File: config.mk
export PLATFORM = sky130hd
export DESIGN_NAME = writeback_queue
export DESIGN_NICKNAME = d
export VERILOG_FILES = /design/src/rtl/writeback_queue.sv
export SDC_FILE = /design/constraint.sdc
export NUM_CORES = 1
export LEC_CHECK = 0
export CAP_MARGIN = 30
export CELL_PAD_IN_SITES_DETAIL_PLACEMENT = 0
export CELL_PAD_IN_SITES_GLOBAL_PLACEMENT = 2
export CORE_AREA = 2 2 140 142
export CTS_BUF_LIST = sky130_fd_sc_hd__clkbuf_8
export DETAILED_ROUTE_END_ITERATION = 16
export DIE_AREA = 0 0 142 144
export GPL_TIMING_DRIVEN = 0
export PLACE_DENSITY_LB_ADDON = 0.15
export SYNTH_ARGS = -nofsm -noshare
export SYNTH_HDL_FRONTEND = slang
export SYNTH_SLANG_ARGS = --single-unit
File: constraint.sdc
create_clock -name I_CLOCK -period 3.4 [get_ports I_CLOCK]
set_input_delay 0.68 -clock I_CLOCK [delete_from_list [all_inputs] [get_ports I_CLOCK]]
set_output_delay 0.68 -clock I_CLOCK [all_outputs]
set_load 0.1 [all_outputs]
File: src/rtl/writeback_queue.sv
// In-order writeback retire queue between the memory stage and the register-file write port,
// with a youngest-match forwarding lookup for decode.
module writeback_queue #(
  parameter int REG_WIDTH = 16,
  parameter int IDX_WIDTH = 4,
  parameter int DEPTH     = 4,
  parameter int LINK_REG  = 7
) (
  input  logic                           I_CLOCK,
  input  logic                           I_RESET,
  input  logic                           I_Valid,
  input  logic                           I_WbEn,
  input  logic                           I_SelMem,
  input  logic                           I_IsLink,
  input  logic [IDX_WIDTH-1:0]           I_DestRegIdx,
  input  logic [REG_WIDTH-1:0]           I_ALUOut,
  input  logic [REG_WIDTH-1:0]           I_MemOut,
  input  logic                           I_Flush,
  input  logic                           I_WbReady,
  input  logic [IDX_WIDTH-1:0]           I_FwdRegIdx,
  output logic                           O_WriteBackEnable,
  output logic [IDX_WIDTH-1:0]           O_WriteBackRegIdx,
  output logic [REG_WIDTH-1:0]           O_WriteBackData,
  output logic                           O_Full,
  output logic [$clog2(DEPTH+1)-1:0]     O_Count,
  output logic                           O_FwdHit,
  output logic [REG_WIDTH-1:0]           O_FwdData,
  output logic                           O_Overflow
);
  localparam int PTR_W = $clog2(DEPTH);
  localparam int CNT_W = $clog2(DEPTH + 1);

  logic [IDX_WIDTH-1:0] idx_q  [DEPTH];
  logic [REG_WIDTH-1:0] data_q [DEPTH];
  logic [DEPTH-1:0]     vld_q, vld_d;
  logic [PTR_W-1:0]     head_q, head_d, tail_q, tail_d;
  logic [CNT_W-1:0]     count_q, count_d;
  logic                 ovf_q, ovf_d;
  logic                 full, empty, push_req, push, pop;
  logic [PTR_W-1:0]     slot;

  assign full     = (count_q == CNT_W'(DEPTH));
  assign empty    = (count_q == '0);
  assign push_req = I_Valid & I_WbEn & ~I_Flush;
  assign push     = push_req & ~full;
  assign pop      = ~empty & I_WbReady & ~I_Flush;

  always_comb begin
    head_d  = head_q;
    tail_d  = tail_q;
    count_d = count_q;
    vld_d   = vld_q;
    ovf_d   = ovf_q | (push_req & full);
    if (I_Flush) begin
      head_d  = '0;
      tail_d  = '0;
      count_d = '0;
      vld_d   = '0;
    end else begin
      if (push) begin
        vld_d[tail_q] = 1'b1;
        tail_d        = tail_q + PTR_W'(1);
      end
      if (pop) begin
        vld_d[head_q] = 1'b0;
        head_d        = head_q + PTR_W'(1);
      end
      case ({push, pop})
        2'b10:   count_d = count_q + CNT_W'(1);
        2'b01:   count_d = count_q - CNT_W'(1);
        default: count_d = count_q;
      endcase
    end
  end

  always_ff @(posedge I_CLOCK or posedge I_RESET) begin
    if (I_RESET) begin
      head_q  <= '0;
      tail_q  <= '0;
      count_q <= '0;
      vld_q   <= '0;
      ovf_q   <= 1'b0;
    end else begin
      head_q  <= head_d;
      tail_q  <= tail_d;
      count_q <= count_d;
      vld_q   <= vld_d;
      ovf_q   <= ovf_d;
    end
  end

  // Entry payload carries no reset; validity is tracked solely by vld_q/count_q.
  always_ff @(posedge I_CLOCK) begin
    if (push) begin
      idx_q[tail_q]  <= I_IsLink ? IDX_WIDTH'(LINK_REG) : I_DestRegIdx;
      data_q[tail_q] <= I_SelMem ? I_MemOut : I_ALUOut;
    end
  end

  // Walk oldest to youngest so the last match wins.
  always_comb begin
    O_FwdHit  = 1'b0;
    O_FwdData = '0;
    slot      = head_q;
    for (int i = 0; i < DEPTH; i++) begin
      slot = head_q + PTR_W'(i);
      if (vld_q[slot] && (idx_q[slot] == I_FwdRegIdx)) begin
        O_FwdHit  = 1'b1;
        O_FwdData = data_q[slot];
      end
    end
  end

  assign O_WriteBackEnable = ~empty;
  assign O_WriteBackRegIdx = empty ? '0 : idx_q[head_q];
  assign O_WriteBackData   = empty ? '0 : data_q[head_q];
  assign O_Full            = full;
  assign O_Count           = count_q;
  assign O_Overflow        = ovf_q;

endmodule

Yosys cells after proc, flatten, opt, wreduce, memory -nomap -nowiden
Memory sizes are Yosys's and may differ from the RTL's.
Index checks and enable logic that the tools add are counted.

cells by class
  $add $sub $neg = 6
  multipliers = 0
  divide/modulo/power cells = 0
  magnitude comparators = 7
  equal/unequal tests = 7
  shifts and indexed selects = 0
  multiplexer cells = 36
  bitwise operators = 13
  reduce and logical (&&, ||, !) cells = 10

operator list
  operator               count
  $mux W16               6
  $mux W4                6
  $eq A4 B4 Y1           4
  $lt A2 B3 Y1 const B   5
  $mux W1                12
  $bmux W1 S2            4
  $mux W2                4
  $and A1 B1 Y1          6
  $logic_and A1 B1 Y1    6
  $pmux W3 S2            1
  $add A2 B1 Y2 const B  2
  $add A2 B2 Y2 const B  2
  $and A4 B4 Y4          1
  $demux W1 S2           2
  $ge A2 B1 Y1 const B   2
  $not A4 Y4             1
  $or A4 B4 Y4           1
  $reduce_bool A2 Y1     2
  $add A3 B1 Y3 const B  1
  $eq A3 B3 Y1 const B   1
  $logic_not A3 Y1       1
  $mux W3                1
  $not A1 Y1             3
  $reduce_bool A3 Y1     1
  other kinds (4)        4

storage, ports and cells
  flip-flop bits (word level) = 12
  latch bits = 0
  memory bits (writable) = 80
  ROM bits = 0
  bits of input ports = 48
  logic and storage cells = 86
  memories kept = 2

memory list
  memory  words  width  read ports  clocked after memory_dff  wr ports  RTL line  RTL
  data_q  4      16     4           0                         1         34        logic [REG_WIDTH-1:0] data_q [DEPTH];
  idx_q   4      4      4           0                         1         33        logic [IDX_WIDTH-1:0] idx_q [DEPTH];

Logic depth before layout (Yosys ltp)
Gate-level depths: netlist of the first run.

  depth in word-level cells = 10
  gate-level depth with buffers = 15
  gate-level depth less buffers = 9

Worst setup path before layout of the first run
No wires, ideal clock.

  path kind = flip-flop to output port
  from = register head_q[1]
  to = output O_FwdData[15]
  arrival time = 4.982 ns
  required time = 2.720 ns
  path slack = -2.262 ns
  cell stages (with the launch flop) = 12
  path through = dfrtp_1 -> clkbuf_1 -> clkinv_1 -> clkbuf_1 -> ha_1 -> buf_6 -> buf_12 -> mux4_2 -> xnor2_2 -> o211ai_2 -> o2111ai_1 -> a311oi_1

on the way
  word-level cells in the longest chain between the ends = 7

RTL lines
  element                                          RTL line  RTL
  start, declared                                  36        logic [PTR_W-1:0] head_q, head_d, tail_q, tail_d;
  start signal, assigned                           78        head_q <= '0;
  start signal, assigned                           84        head_q <= head_d;
  $add A2 B1 Y2, or another cell as far along      106       slot = head_q + PTR_W'(i);
  $mem_v2 Z4 W4, or another cell as far along      --
  $eq A4 B4 Y1, or another cell as far along       107       if (vld_q[slot] && (idx_q[slot] == I_FwdRegIdx)) begin
  $logic_and A1 B1 Y1 or $mux W16 (tied branches)  107
  $mux W16 (2 in a row)                            107
  $mux W16 (*)                                     107
  end, declared                                    27        output logic [REG_WIDTH-1:0] O_FwdData,

Mark *: on every way between the ends. The rest lies on a longest branch, timed or not. The select of a mux whose other input is x is not followed.

Worst setup path in the final report of the first run
  from = register head_q[1]
  to = output O_FwdData[12]

Same word-level chain as after synthesis.

==> results of run 1 <==
[area by class of cell]
type | count | area, um^2 | area share
repair buffers | 130 | 1509 | 0.1653
clock inverters | 6 | 62.56 | 0.006853
multi-input cells | 373 | 3983 | 0.4363
well taps | 238 | 297.8 | 0.03262
clock buffers | 10 | 137.6 | 0.01508
flip-flops and latches | 92 | 2704 | 0.2962
plain buffers | 43 | 392.9 | 0.04304
inverters | 7 | 42.54 | 0.004660
[sequential cells by signal, summed over array words and instances, names as in the netlist]
name        count
O_Count         3
O_Overflow      1
data_q         64
head_q          2
idx_q          16
tail_q          2
vld_q           4
[power breakdown]
part,internal (mW),switching (mW),total (mW)
logic,1.28,2.47,3.75
registers,1.29,0.0673,1.36
clock network,0.360,0.409,0.769
total,2.93,2.94,5.88
[stage by stage]
step / worst slack, ns / total power [mW] / utilization / instance area, um^2
after global placement: -1.738 / 4.859 / 0.4178 / 7971
after floorplan: -0.6343 / 4.029 / - / 6823
after global routing: -0.8492 / 6.120 / 0.4785 / 9129
after CTS: -0.7753 / 5.843 / 0.4724 / 9012
after detailed placement: -1.706 / 4.896 / 0.4235 / 8080
final: -0.7309 / 5.878 / 0.4785 / 9129
[worst register-to-register path, cell delays in order, from the launching register on]
cell and delay, ns:
dfrtp_1 0.46, nor3b_4 0.19, nor3_1 0.37, clkbuf_1 0.36, nor3_1 0.12, fa_1 0.39, or3_1 0.37, nand2_1 0.08
xnor2_1 0.12, nor2_1 0.06
[kinds of logic (layout without fill, tap and decap cells)]
logic type,count (synthesis),count (layout),share of synthesized area
buffers and inverters,53,196,0.05261
flip-flops,92,92,0.4163
AO/OA/AOI/OAI,72,72,0.09829
AND/OR/NAND/NOR,156,156,0.1222
adder cells (fa/ha/maj),9,9,0.01850
multiplexers,107,107,0.2507
XOR/XNOR,29,29,0.04143
[cells in the mapped netlist, drive strengths merged (2+ instances only)]
library cell | n | area share
mux2 | 36 | 0.062
inv | 6 | 0.0035
a311oi | 16 | 0.035
and2 | 17 | 0.016
xor2 | 5 | 0.0067
nand3 | 8 | 0.0062
and4 | 2 | 0.0027
mux4 | 39 | 0.14
nor2b | 19 | 0.019
buf | 29 | 0.039
nand2 | 53 | 0.031
a211oi | 20 | 0.023
mux2i | 32 | 0.052
and3 | 2 | 0.0019
o21ai | 10 | 0.0077
xnor2 | 24 | 0.035
a21oi | 8 | 0.0062
edfxtp | 80 | 0.37
o2111ai | 8 | 0.011
clkbuf | 17 | 0.0098
nor3 | 6 | 0.0069
o32ai | 3 | 0.0052
o211ai | 2 | 0.0039
or2 | 19 | 0.018
nor2 | 26 | 0.015
dfrtp | 12 | 0.046
ha | 8 | 0.015
[metal layers]
metal / part of all wire / vias to the layer above / track usage
li1: - / 2252 / -
met4: 0.025 / 0 / 0.07579
met5: 0 / - / 0
met3: 0.038 / 28 / 0.02252
met2: 0.50 / 141 / 0.3720
met1: 0.44 / 2509 / 0.2823
[what timing repair did]
action                     CTS  global route
setup buffers               31             7
gates cloned                 3             0
pin swaps                   25            16
gates resized for setup    308            27
setup endpoints to repair   38            35
[how the worst max path moves through the flow]
stage                   start             to  slack, ns  depth (start not counted)
floorplan           head_q[1]  O_FwdData[14]      -0.63                         14
global placement    head_q[0]   O_FwdData[1]      -1.74                         14
detailed placement  head_q[0]   O_FwdData[1]      -1.71                         14
CTS                 head_q[1]   O_FwdData[8]      -0.78                         16
global route        head_q[1]  O_FwdData[12]      -0.85                         16
finish              head_q[1]  O_FwdData[12]      -0.73                         16
==> results.py, run 1 <==
metrics = {
    "setup_path": {
        "cp.arrival_ns": 3.45,
        "rr_startpoint": "O_Count[2]",
        "critPathSlowestCell": "dfrtp_1",
        "critPathKind": "flop to primary output",
        "start_kind": "flop",
        "r2r_cells": 9,
        "r2r_slack_ns": 0.77,
        "crit_family": "buffers and inverters",
        "path_cells": "buf_8 > clkinv_8 > clkbuf_16 > ha_4 > buf_12 > buf_8 > mux2i_2 > xnor2_1 > nor3_2 > buf_4 > o211ai_4 > buf_12 > buf_12 > o2111ai_4 > a311oi_4 > buf_12",
        "path_buf_inv": 9,
        "cp_max_fo": 6,
        "critPathMostFrequentCell": "buf_12",
        "cp_slowest_stage_delay_ns": 0.40,
        "required_ns": 2.72,
        "cp-end-kind": "primary output",
        "rr_endpoint": "O_Count[2]",
    },
    "sta": {
        "setup_violations": 18,
        "fin_tns_setup_ns": -11.35,
        "hold_viol": 0,
        "min_period_over_period": 1.215,
        "max_freq_ghz": 0.2421,
        "max_slew.worst_pin.slew_ns": 0.9703,
        "slew_violations": 0,
        "clock_skew_ns": 0.01299,
        "period_minus_slack_ns": 4.131,
        "grt_setup_unrepaired": "yes",
        "setup_slack_ns": -0.7309,
        "slew_headroom": 0.3511,
        "timing.hold.ws_ns": 0.4880,
    },
    "clock_network": {
        "path_clk_slew_ns": 0.10,
        "hold_buffers": 0,
        "cts.sinks": 92,
        "cts_root_buffer": "clkbuf_8",
        "clk_latency_ns": 0.38,
        "tritoncts": "yes",
        "cts_buffer_depth": 2,
        "numCtsBuffers": 9,
        "htreeDepth": 3,
    },
    "logic_synthesis": {
        "synth_warnings": 0,
        "ys_ff_latch": 92,
        "ys_seq_area_frac": 0.4163,
        "syn_inst": 518,
        "syn_area_mm2": 0.006492,
        "synth_cell_types": 53,
        "synth_ff_type": "edfxtp_1",
        "synth_edf_count": 80,
        "syn_avg_cell_area_um2": 12.53,
        "synth_nets": 575,
        "async_reset_ff_frac": 0.1304,
    },
    "cells_and_area": {
        "drive_gt1_frac": 0.4644,
        "final_nets": 713,
        "syn_to_final_growth_pct": 40.61,
        "mostFrequentLayoutCell": "edfxtp_1",
        "final_cell_mix": "edfxtp_1, clkdlybuf4s50_1, nand2_1",
        "num_antenna_cells": 0,
        "instances_no_fill": 899,
        "fillers": 1720,
    },
    "power": {
        "power.density_mw_per_mm2": 643.9,
        "vdd_drop_max_mv": 0.7017,
        "p_leak_nw": 3.144,
    },
    "routing": {
        "ant_nets": 0,
        "drtPass1Iterations": 5,
        "via_per_inst": 5.484,
        "routed_wl_um": 21080,
        "wl_per_cell_um": 23.44,
        "drt_iter0_markers": 235,
        "drc_errors": 0,
        "vias": 4930,
    },
    "floorplanning": {
        "die-area_mm2": 0.02045,
        "core_area_mm2": 0.01908,
        "fp-row-count": 51,
        "chipWidth_um": 142,
        "die_h_um": 144,
        "ios": 91,
        "start_util": 0.3403,
    },
    "global_routing": {
        "grt_max_degree": 16,
        "groute.usage.overall": 0.2152,
        "antenna_found_initial": 0,
        "overflow": 0,
        "grt_pass1_vias": 5152,
        "grt_first_pass_wirelength_um": 31830,
    },
    "min_path": {
        "min_from": "O_Overflow",
        "min_to": "O_Overflow",
        "min_path_cells": 1,
        "hp-class": "flop to flop",
    },
    "outcome": {
        "violations": "negative setup slack",
        "status": "finished, violations left",
    },
    "placed_design": {
        "gp_congestion": 0.7739,
        "place.detailed.hpwl_um": 14390,
        "dp.cells": 846,
        "portBuffers": 85,
    },
    "run": {
        "drv_cap": 0,
    },
}
Note: power is estimated with default switching activity, not from simulation.
==> run 2, diff against run 1 <==
Settings changed: CELL_PAD_IN_SITES_DETAIL_PLACEMENT 0 to not set, CELL_PAD_IN_SITES_GLOBAL_PLACEMENT 2 to not set.
==> results.py, run 2 (synthesized netlist as in run 1, its figures left out) <==
metrics = {
    "power": {
        "combPwrFrac": 0.634,
        "p_sw_mw": 2.912,
        "p_leak_nw": 3.172,
        "power.density_mw_per_mm2": 633.8,
        "vdd_drop_max_mv": 0.6100,
        "switching_share": 0.5026,
        "power.total_mw": 5.794,
        "intPower_mw": 2.882,
        "p_seq_frac": 0.234,
        "p_clk_frac": 0.132,
    },
    "global_routing": {
        "overflow": 0,
        "gr-usage-met1": 0.2635,
        "grt_pass1_vias": 5035,
        "antenna_found_initial": 0,
        "gr-usage-met2": 0.3323,
        "grt_first_pass_wirelength_um": 29660,
        "met3_usage": 0.02881,
        "busiest_layer": "met2",
        "grt_max_degree": 16,
        "groute.usage.overall": 0.1978,
    },
    "min_path": {
        "hp-class": "flop to flop",
    },
    "setup_path": {
        "start_kind": "flop",
        "cp.arrival_ns": 3.46,
        "cp-end-kind": "primary output",
        "required_ns": 2.72,
        "critPathKind": "flop to primary output",
        "cp_max_fo": 6,
    },
    "cells_and_area": {
        "final_nets": 711,
        "mostFrequentLayoutCell": "edfxtp_1",
        "largest_reg_flops": 64,
        "biggestRegsByFlops": "data_q: 64 flops, idx_q: 16 flops, vld_q: 4 flops",
        "num_antenna_cells": 0,
        "drive_gt1_frac": 0.4568,
        "instances_no_fill": 897,
        "final_cell_mix": "edfxtp_1, clkdlybuf4s50_1, nand2_1",
        "top_register": "data_q",
        "post-route-util": 0.4791,
        "syn_to_final_growth_pct": 40.80,
    },
    "routing": {
        "ant_nets": 0,
        "via_per_inst": 5.472,
        "drtPass1Iterations": 6,
        "vias": 4908,
        "drc_errors": 0,
        "drt_iter0_markers": 324,
        "wl_per_cell_um": 22.12,
        "routed_wl_um": 19850,
    },
    "sta": {
        "setup_slack_ns": -0.7438,
        "clock_skew_ns": 0.01563,
        "max_slew.worst_pin.slew_ns": 0.9683,
        "slew_violations": 0,
        "grt_setup_unrepaired": "yes",
        "max_freq_ghz": 0.2413,
        "setup_violations": 19,
        "hold_viol": 0,
        "slew_headroom": 0.3525,
        "period_minus_slack_ns": 4.144,
        "timing.hold.ws_ns": 0.4812,
        "min_period_over_period": 1.219,
    },
    "floorplanning": {
        "fp-row-count": 51,
        "die_h_um": 144,
        "die-area_mm2": 0.02045,
        "core_area_mm2": 0.01908,
        "chipWidth_um": 142,
        "start_util": 0.3403,
        "ios": 91,
    },
    "outcome": {
        "status": "finished, violations left",
        "violations": "negative setup slack",
    },
    "placed_design": {
        "dp_slack_ns": -1.690,
        "gp_congestion": 0.8351,
        "portBuffers": 85,
        "place.detailed.hpwl_um": 13790,
        "dp.cells": 846,
    },
    "clock_network": {
        "cts_buffer_depth": 2,
        "numCtsBuffers": 9,
        "path_clk_slew_ns": 0.10,
        "htreeDepth": 3,
        "tritoncts": "yes",
        "clk_latency_ns": 0.39,
        "cts_root_buffer": "clkbuf_8",
        "cts.sinks": 92,
    },
    "run": {
        "drv_cap": 0,
    },
}
run 2: changes by cell type in the layout (fill, tap and decap cells not counted), moves of 3 or more:
cell and change:
xnor2_2 -4, nand2_1 -3, buf_12 +4, buf_2 +7
xnor2_1 +4, buf_4 -6, nand2_4 +5, clkdlybuf4s15_2 -4
run 2: power groups by stage:
stage / combinational (mW) / clock (mW) / sequential [mW]
after detailed placement: 3.49 / 0 / 1.38
after floorplan: 2.52 / 0 / 1.51
final: 3.67 / 0.765 / 1.36
after CTS: 3.61 / 0.775 / 1.36
after global routing: 3.84 / 0.818 / 1.37
after global placement: 3.43 / 0 / 1.38
run 2: per-stage QoR:
| step | TNS, ns | instance area [um^2] |
|---|---|---|
| CTS | -12.19 | 8994 |
| finish | -11.56 | 9141 |
| global placement | -44.37 | 7971 |
| floorplan | -9.430 | 6823 |
| detailed placement | -35.14 | 8093 |
| global route | -14.91 | 9141 |
run 2: area by class of cell:
type / instances / area (um^2)
Fill cell: 1695 / 9938
Multi-Input combinational cell: 373 / 3998
Sequential cell: 92 / 2704
Timing Repair Buffer: 127 / 1490
Buffer: 44 / 409.1
Tap cell: 238 / 297.8
Clock buffer: 10 / 137.6
Clock inverter: 6 / 62.56
Inverter: 7 / 42.54
run 2: path summary, 6_finish.rpt:
| check | from | to | slack [ns] | depth (start not counted) |
|---|---|---|---|---|
| worst max-delay path | head_q[1] | O_FwdData[1] | -0.74 | 16 |
| worst min-delay path | O_Overflow | O_Overflow | 0.48 | 1 |
| worst max register to register | O_Count[0] | vld_q[0] | 0.76 | 7 |
| worst min register to register | O_Overflow | O_Overflow | 0.48 | 1 |
| max in group asynchronous | I_RESET | head_q[0] | 2.42 | 2 |
| min in group asynchronous | I_RESET | head_q[1] | 0.61 | 2 |
run 2: critical path, stage by stage, from the launching register on:
cell and delay [ns]:
dfrtp_1 0.40, buf_8 0.13, clkinv_8 0.04, clkbuf_16 0.14, ha_4 0.29, buf_12 0.13
buf_8 0.12, mux2i_2 0.23, xnor2_1 0.16, nor3_2 0.08, buf_4 0.14, o211ai_4 0.19
buf_12 0.16, buf_12 0.14, nand3_4 0.08, a311oi_4 0.39, buf_12 0.22
run 2: layer usage:
metal	wire length [um]	vias to the layer above
li1	-	2248
met1	8787	2480
met2	9851	149
met3	815	31
met4	392	0
met5	0	-
run 2: timing repair:
item,4_1_cts,5_1_grt
hold buffers,0,0
setup buffers,25,10
endpoints found under the setup margin,38,34
pin swaps,24,23
resized for setup,309,32
gates cloned,2,0
